**src/rtl/alu_pkg.sv**
```systemverilog
// Shared types for the registered datapath ALU: opcode encoding, flag bundle and default width.
package alu_pkg;

    localparam int unsigned DefaultWidth = 8;

    typedef enum logic [3:0] {
        OP_PASS  = 4'd0,
        OP_INC   = 4'd1,
        OP_ADD   = 4'd2,
        OP_SUB   = 4'd3,
        OP_DEC   = 4'd4,
        OP_AND   = 4'd5,
        OP_OR    = 4'd6,
        OP_NOT   = 4'd7,
        OP_NEG   = 4'd8,
        OP_SHL   = 4'd9,
        OP_SHR   = 4'd10,
        OP_ASR   = 4'd11,
        OP_XOR   = 4'd12,
        OP_RSV13 = 4'd13,
        OP_RSV14 = 4'd14,
        OP_RSV15 = 4'd15
    } alu_op_e;

    typedef struct packed {
        logic z;
        logic c;
        logic n;
        logic v;
    } alu_flags_t;

endpackage

```
**src/rtl/alu_addsub.sv**
```systemverilog
// Shared W+1-bit adder for ADD/SUB/INC/DEC/NEG. Subtraction is x + ~y + 1; carry is
// reported as a borrow (inverted carry-out) when subtracting.
module alu_addsub
    import alu_pkg::*;
#(
    parameter int unsigned PARAM_WIDTH = DefaultWidth
) (
    input  logic [PARAM_WIDTH-1:0] op_x,
    input  logic [PARAM_WIDTH-1:0] op_y,
    input  logic                   sub,
    output logic [PARAM_WIDTH-1:0] sum,
    output logic                   carry,
    output logic                   ovf
);

    localparam int unsigned W = PARAM_WIDTH;

    logic [W-1:0] y_eff;
    logic [W:0]   sum_full;

    always_comb begin
        y_eff    = sub ? ~op_y : op_y;
        sum_full = {1'b0, op_x} + {1'b0, y_eff} + {{W{1'b0}}, sub};
        sum      = sum_full[W-1:0];
        carry    = sub ? ~sum_full[W] : sum_full[W];
        // Overflow judged against the effective (possibly inverted) second operand.
        ovf      = (op_x[W-1] == y_eff[W-1]) && (sum_full[W-1] != op_x[W-1]);
    end

endmodule

```
**src/rtl/alu_unit.sv**
```systemverilog
// Registered N-bit ALU: decodes one opcode per cycle, result and z/c/n/v flags are
// captured on the same rising edge that samples the operands.
module alu_unit
    import alu_pkg::*;
#(
    parameter int unsigned PARAM_WIDTH = DefaultWidth
) (
    input  logic                   clk,
    input  logic                   rst_n,
    input  logic [PARAM_WIDTH-1:0] a,
    input  logic [PARAM_WIDTH-1:0] b,
    input  logic [3:0]             opcode,
    output logic [PARAM_WIDTH-1:0] y,
    output logic                   z,
    output logic                   c,
    output logic                   n,
    output logic                   v
);

    localparam int unsigned W = PARAM_WIDTH;
    localparam logic [W-1:0] One  = W'(1);
    localparam logic [W-1:0] Zero = '0;

    alu_op_e op;

    logic [W-1:0] as_x;
    logic [W-1:0] as_y;
    logic         as_sub;
    logic [W-1:0] as_sum;
    logic         as_carry;
    logic         as_ovf;

    logic [W-1:0] y_d;
    logic [W-1:0] y_q;
    alu_flags_t   flags_d;
    alu_flags_t   flags_q;

    assign op = alu_op_e'(opcode);

    // Operand steering for the shared adder; non-arithmetic opcodes leave it idle on a + b.
    always_comb begin
        as_x   = a;
        as_y   = b;
        as_sub = 1'b0;
        case (op)
            OP_INC: begin
                as_y   = One;
            end
            OP_SUB: begin
                as_sub = 1'b1;
            end
            OP_DEC: begin
                as_y   = One;
                as_sub = 1'b1;
            end
            OP_NEG: begin
                as_x   = Zero;
                as_y   = a;
                as_sub = 1'b1;
            end
            default: ;
        endcase
    end

    alu_addsub #(
        .PARAM_WIDTH(W)
    ) u_addsub (
        .op_x  (as_x),
        .op_y  (as_y),
        .sub   (as_sub),
        .sum   (as_sum),
        .carry (as_carry),
        .ovf   (as_ovf)
    );

    always_comb begin
        y_d       = Zero;
        flags_d   = '0;
        case (op)
            OP_PASS: y_d = a;
            OP_INC, OP_ADD, OP_SUB, OP_DEC, OP_NEG: begin
                y_d       = as_sum;
                flags_d.c = as_carry;
                flags_d.v = as_ovf;
            end
            OP_AND:  y_d = a & b;
            OP_OR:   y_d = a | b;
            OP_NOT:  y_d = ~a;
            OP_XOR:  y_d = a ^ b;
            OP_SHL: begin
                y_d       = {a[W-2:0], 1'b0};
                flags_d.c = a[W-1];
            end
            OP_SHR: begin
                y_d       = {1'b0, a[W-1:1]};
                flags_d.c = a[0];
            end
            OP_ASR: begin
                y_d       = {a[W-1], a[W-1:1]};
                flags_d.c = a[0];
            end
            default: y_d = Zero;
        endcase
        flags_d.z = (y_d == Zero);
        flags_d.n = y_d[W-1];
    end

    always_ff @(posedge clk) begin
        if (!rst_n) begin
            y_q     <= Zero;
            flags_q <= '0;
        end else begin
            y_q     <= y_d;
            flags_q <= flags_d;
        end
    end

    assign y = y_q;
    assign z = flags_q.z;
    assign c = flags_q.c;
    assign n = flags_q.n;
    assign v = flags_q.v;

endmodule

```
**config.mk**
```make
export PLATFORM = sky130hd
export DESIGN_NAME = alu_unit
export DESIGN_NICKNAME = d
export VERILOG_FILES = /design/src/rtl/alu_pkg.sv /design/src/rtl/alu_addsub.sv /design/src/rtl/alu_unit.sv
export SDC_FILE = /design/constraint.sdc
export NUM_CORES = 1
export LEC_CHECK = 0
export CORE_MARGIN = 2
export CORE_UTILIZATION = 40
export CTS_CLUSTER_SIZE = 12
export DETAILED_ROUTE_END_ITERATION = 6
export MAX_ROUTING_LAYER = met4
export PLACE_DENSITY_LB_ADDON = 0.05
export SLEW_MARGIN = 20
export SYNTH_ARGS = -nofsm -noshare
export SYNTH_HDL_FRONTEND = slang
export SYNTH_HIERARCHICAL = 1
export SYNTH_SLANG_ARGS = --single-unit
```
**constraint.sdc**
```tcl
create_clock -name clk -period 3.5 [get_ports clk]
set_input_delay 0.35 -clock clk [delete_from_list [all_inputs] [get_ports clk]]
set_output_delay 0.35 -clock clk [all_outputs]
set_load 0.02 [all_outputs]
```
---- Word-level counts from Yosys, hierarchy flattened ----
Index checks and enable logic that the tools add are counted.
word-level totals
  flip-flop bits (word level) ............. 12
  input port bits ......................... 22
  output and inout bits ................... 12
  word-level logic and storage cells ...... 42
operators by class
  $add $sub $neg .......................... 2
  equal/unequal tests ..................... 14
  multiplexer cells ....................... 7
  bitwise operators ....................... 6
  reductions and logical operators ........ 8
operator list
  operator                                        number
  one-hot mux 8 bit (9 select lines)              1
  == test 4 bit (second input constant)           5
  == test 4 x 3 -> 1 bit (second input constant)  4
  2-to-1 mux 8 bit                                2
  NOT 8 bit                                       2
  one-hot mux 8 bit (2 select lines)              1
  adder 8 x 8 -> 9 bit                            1
  adder 9 x 1 -> 9 bit                            1
  AND 8 bit                                       1
  == test 4 x 2 -> 1 bit (second input constant)  2
  zero test 8 bit                                 1
  OR 8 bit                                        1
  bitwise XOR 8 bit                               1
  OR reduction 5 bit                              1
  == test 4 x 1 -> 1 bit (second input constant)  1
  zero test 4 bit                                 1
  OR reduction 2 bit                              2
  one-hot mux 1 bit (3 select lines)              1
  OR reduction 3 bit                              1
  2-to-1 mux 1 bit                                2
  AND reduction 2 bit                             1
  == test 1 bit                                   1
  logical AND 1 bit                               1
  != test 1 bit                                   1
  NOT 1 bit                                       1

---- Longest topological paths before layout ----
  word-level depth ........................ 10
  gate-level depth with buffers ........... 17
  mapped depth without buffers ............ 15

---- By module ----
Netlist, hierarchy kept.
by module, submodules not included
  module      instances  cells each  area each (um^2)  seq. area each (um^2)
  alu_unit    1          189         1,435.1           220.2
  alu_addsub  1          59          445.4             0.0

---- Worst setup path after synthesis ----
Ideal clock, no wire load.
  path kind ............................... in2reg
  from .................................... in opcode[0]
  to ...................................... reg flags_q (netlist bit z)
  library setup time ...................... 0.088 ns
  data arrival time ....................... 3.500 ns
  data required time ...................... 3.412 ns
  slack ................................... -0.088 ns
  stages .................................. 17
  buffers on the path ..................... 3
  cell sequence ........................... buf_2 buf_2 nor3_1 clkbuf_1 a22o_1 xor2_1 ha_1 o21ai_0 a32oi_1 o21ai_2 xnor2_1 mux2_1 a22oi_1 a21oi_1 a211oi_1 nand2_1 nor4_2
on the way
  word-level cells in the longest chain between the ends .. 9
  elaborated cells on any way between the ends .. 25
  classes of those cells .................. add/sub: 2; eq/ne: 12; mux: 5; bitwise: 1; reduce/logical: 5
RTL lines
  item                                                              RTL line          RTL
  start, declared                                                   alu_unit.sv:12    input logic [3:0] opcode,
  == test 4 x 1 -> 1 bit or == test 4 x 3 -> 1 bit (tied branches)  alu_unit.sv:45    case (op)
  OR reduction 2 bit (no source line)                               --
  one-hot mux 8 bit (2 select lines) *                              alu_unit.sv:45
  via as_y[6]                                                       alu_unit.sv:27    logic [W-1:0] as_y;
  NOT 8 bit                                                         alu_addsub.sv:22  y_eff = sub ? ~op_y : op_y;
  2-to-1 mux 8 bit *                                                alu_addsub.sv:22
  adder 8 x 8 -> 9 bit *                                            alu_addsub.sv:23  sum_full = {1'b0, op_x} + {1'b0, y_eff} + {{W{1'b0}}, sub};
  adder 9 x 1 -> 9 bit *                                            alu_addsub.sv:23
  via as_sum[7]                                                     alu_unit.sv:29    logic [W-1:0] as_sum;
  one-hot mux 8 bit (9 select lines) *                              alu_unit.sv:79    case (op)
  zero test 8 bit *                                                 alu_unit.sv:104   flags_d.z = (y_d == Zero);
  end signal, assigned                                              alu_unit.sv:114   flags_q <= flags_d;
  end, declared                                                     alu_unit.sv:36    alu_flags_t flags_q;
Mark *: on every way through the listed nets, which the timed path passes. The rest lies on a longest branch.
A chain may end at the register's enable or synchronous reset.

---- Worst setup path after layout ----
  from .................................... in opcode[3]
  to ...................................... reg flags_q (netlist bit z)
on the way
  elaborated cells on any way between the ends .. 25
  classes of those cells .................. add/sub: 2; eq/ne: 12; mux: 5; bitwise: 1; reduce/logical: 5
RTL lines
  item                                            RTL line          RTL
  == test 4 x 2 -> 1 bit (tied with other cells)  alu_unit.sv:45
  OR reduction 3 bit (no source line) *           --
  2-to-1 mux 1 bit *                              alu_unit.sv:45
  via as_sub                                      alu_unit.sv:28    logic as_sub;
  2-to-1 mux 8 bit                                alu_addsub.sv:22
  adder 8 x 8 -> 9 bit                            alu_addsub.sv:23
  adder 9 x 1 -> 9 bit *                          alu_addsub.sv:23
  via as_sum[7]                                   alu_unit.sv:29
  one-hot mux 8 bit (9 select lines) *            alu_unit.sv:79
  zero test 8 bit *                               alu_unit.sv:104
Marked as above.

==> flow_summary.ini <==
[grt]
busiest_layer = met2
grt_max_degree = 20
grt_usage = 0.241
grt_pass1_wl_um = 9780
use_met2 = 0.380
grt_overflow = 0
met1_usage = 0.338
grt_pass1_vias = 1902
antenna_found_initial = 0
gr-usage-met3 = 0.0181

[routing]
wl_per_cell_um = 15.3
first_pass_iters = 4
drtIter0Drc = 107
vias_per_cell = 5.48
postRouteAntennaNets = 0
vias = 2093
drc = 0
wl_um = 5860

[sta]
slew_violations = 0
timing.final.crit_share = 0.944
rsz0062_at_grt = no
maxSlewHeadroom = 0.692
hold_viol = 0
setup_viol = 0
max_freq_mhz = 303
worst_pin_slew_ps = 462
min_period_ps = 3300

[layout]
nets = 378
final_core_util = 0.636
layout-drive-gt1-share = 0.276
diodes = 0
area_growth_pct = 50.4
fillCellCount = 419

[setup_path]
worst_ep_required_time_ps = 3650
cpMostUsedCell = buf_6
cp-end-kind = flop
path_cells = clkdlybuf4s15_1 -> buf_6 -> nor2b_4 -> or2_4 -> a22o_4 -> buf_6 -> xor2_2 -> ha_4 -> a21oi_4 -> a32oi_1 -> o21ai_2 -> xnor2_2 -> mux2_4 -> a22oi_2 -> a21oi_2 -> a211oi_2 -> nand2_1 -> nor4_2
cp-start-kind = input pin
slowest_stage = a22o_4
arrival_ps = 3460
cpPeakStageDelay_ps = 300
cp_max_fo = 7
critPathKind = in2reg

[synth]
synth_compound_gate_area_share = 0.267
ys.flop_type = dfxtp_1
synth_top_area_cell = ha_1
synthSimpleGateAreaFrac = 0.245
synth_xor_area_frac = 0.0792
synth_cell_types = 51
synthMuxAreaShare = 0.0406
synthArstFlopShare = 0
synth_seq_cells = 11
synth_top_area_frac = 0.160
syn_inst = 248
synthTopCellsByArea = ha_1 (16%), dfxtp_1 (12%), xor2_1 (5.6%)
synth_top_family_by_area = compound AO/OA/AOI/OAI gates
syn_area_um2 = 1880
syn_area_per_cell_um2 = 7.58
synth_edf_count = 0
synth.net_count = 295
yosysWarningCount = 6
yosysMostFrequentCell = nor2_1
synthTopCellsByCount = nor2_1 (25), ha_1 (24), inv_1 (22), nand2_1 (18), xor2_1 (12)
synthAdderAreaFrac = 0.170
ys_seq_area_frac = 0.117

[power_and_ir_drop]
clockPowerShare = 0.156
swShare = 0.387
power_density_nw_per_um2 = 284
total_power_mw = 0.802
leakagePower_nw = 1.32
pwr-share-comb = 0.667
p_sw_mw = 0.311
worst_ir_drop_vdd_v = 0.000105
power.internal_mw = 0.492
seqPwrFrac = 0.177

[job]
max-cap-violations = 0

[clock_network]
cts_hold_buffers = 0
clk_pin_slew_worst_paths_ps = 50
cts_root_buffer = clkbuf_8
clock-sinks = 11
numCtsBuffers = 3
cts_buffer_depth = 2
h-tree-depth = 1
cts_tree = built

[floorplanning]
core-area_um2 = 4440
die_h_um = 72.6
initial_core_util = 0.423
row_count = 24
die_w_um = 72.6
ios = 34
dieArea_um2 = 5270

[min_path]
worstHoldPathType = in2reg

[place]
place_congestion = 0.881
io_buffers = 33
dpl.hpwl_um = 4690

[status]
outcome = finished clean
sequential cells by signal (all words and copies together), names as in the netlist:
register  count
c             1
y             8
z             1
v             1
metal layers:
layer / vias to the layer above / share of wire / wire length, um
met1: 971 / 0.47 / 2730
met3: 9 / 0.050 / 295
li1: 1057 / - / -
met4: 0 / 0.013 / 78
met2: 56 / 0.47 / 2750
met5: - / 0 / 0
worst max-delay path, delay by kind of cell:
| family | cells | cell delay, ps |
|---|---|---|
| multiplexers | 1 | 270 |
| adder cells (fa/ha/maj) | 1 | 290 |
| buffers and inverters | 3 | 460 |
| AO/OA/AOI/OAI | 7 | 1080 |
| XOR/XNOR | 2 | 320 |
| AND/OR/NAND/NOR | 4 | 660 |
power by group through the flow:
stage / registers, mW / logic [mW] / clock network (mW)
after floorplan: 0.162 / 0.255 / 0
after CTS: 0.142 / 0.505 / 0.128
after detailed placement: 0.145 / 0.480 / 0
after global routing: 0.143 / 0.582 / 0.132
after global placement: 0.144 / 0.478 / 0
final: 0.142 / 0.535 / 0.125
worst paths after layout:
kind                  startpoint           end  cells past startpoint
worst min-delay path   opcode[2]  c$_SDFF_PN0_                      5
worst max-delay path   opcode[3]  z$_SDFF_PN0_                     18
cell families after synthesis:
family	count (synthesis)
xor+xnor	17
buf+inv	36
mux	7
compound gates	66
fa+ha+maj	25
flops	11
simple gates	86
metrics by stage:
step           cells  setup WS (ps)  hold WS, ps  instance area (um2)  TNS [ps]
6_report         382            196          711                 2830         0
3_5_place_dp     372           -487         1010                 2620     -1920
3_3_place_gp     372           -424         1020                 2620     -1530
4_1_cts          379           6.29          768                 2740         0
5_1_grt          382           40.8          735                 2830         0
2_1_floorplan    248           29.2          472                 1890         0
final cells by class:
class                   count  area, um2  share of cell area
well taps                  52       65.1              0.0230
inverters                  24       90.1              0.0319
repair buffers             90        778               0.275
multi-input cells         201       1630               0.576
flip-flops and latches     11        220              0.0779
clock buffers               4       45.0              0.0159
timing repair:
item | in CTS | in global routing
setup buffers | 3 | 4
gates resized for setup | 14 | 19
endpoints found under the setup margin | 4 | 6
pin swaps | 16 | 23
cells in the final DEF, fill, tap and decap left out, types with 3 or more instances in the layout:
cell type / Yosys / final
o21ai_0: 11 / 8
and3b_1: 3 / 3
nand2_1: 18 / 18
nor3b_1: 6 / 6
o211ai_1: 4 / 4
ha_1: 24 / 23
a22oi_1: 7 / 6
a22o_1: 9 / 8
and3_1: 4 / 4
a21oi_2: 0 / 3
nand3_1: 5 / 5
buf_4: 2 / 53
inv_1: 22 / 22
buf_6: 0 / 3
mux2i_1: 5 / 4
xnor2_1: 5 / 4
o21ai_2: 2 / 4
a31oi_1: 3 / 3
nor2b_1: 6 / 5
nor2_1: 25 / 25
clkdlybuf4s50_1: 0 / 29
dfxtp_1: 11 / 11
xor2_1: 12 / 10
a21oi_1: 9 / 5
o22ai_1: 5 / 5
clkbuf_8: 0 / 3
and2_1: 3 / 3
Note: power is estimated with default switching activity, not from simulation.
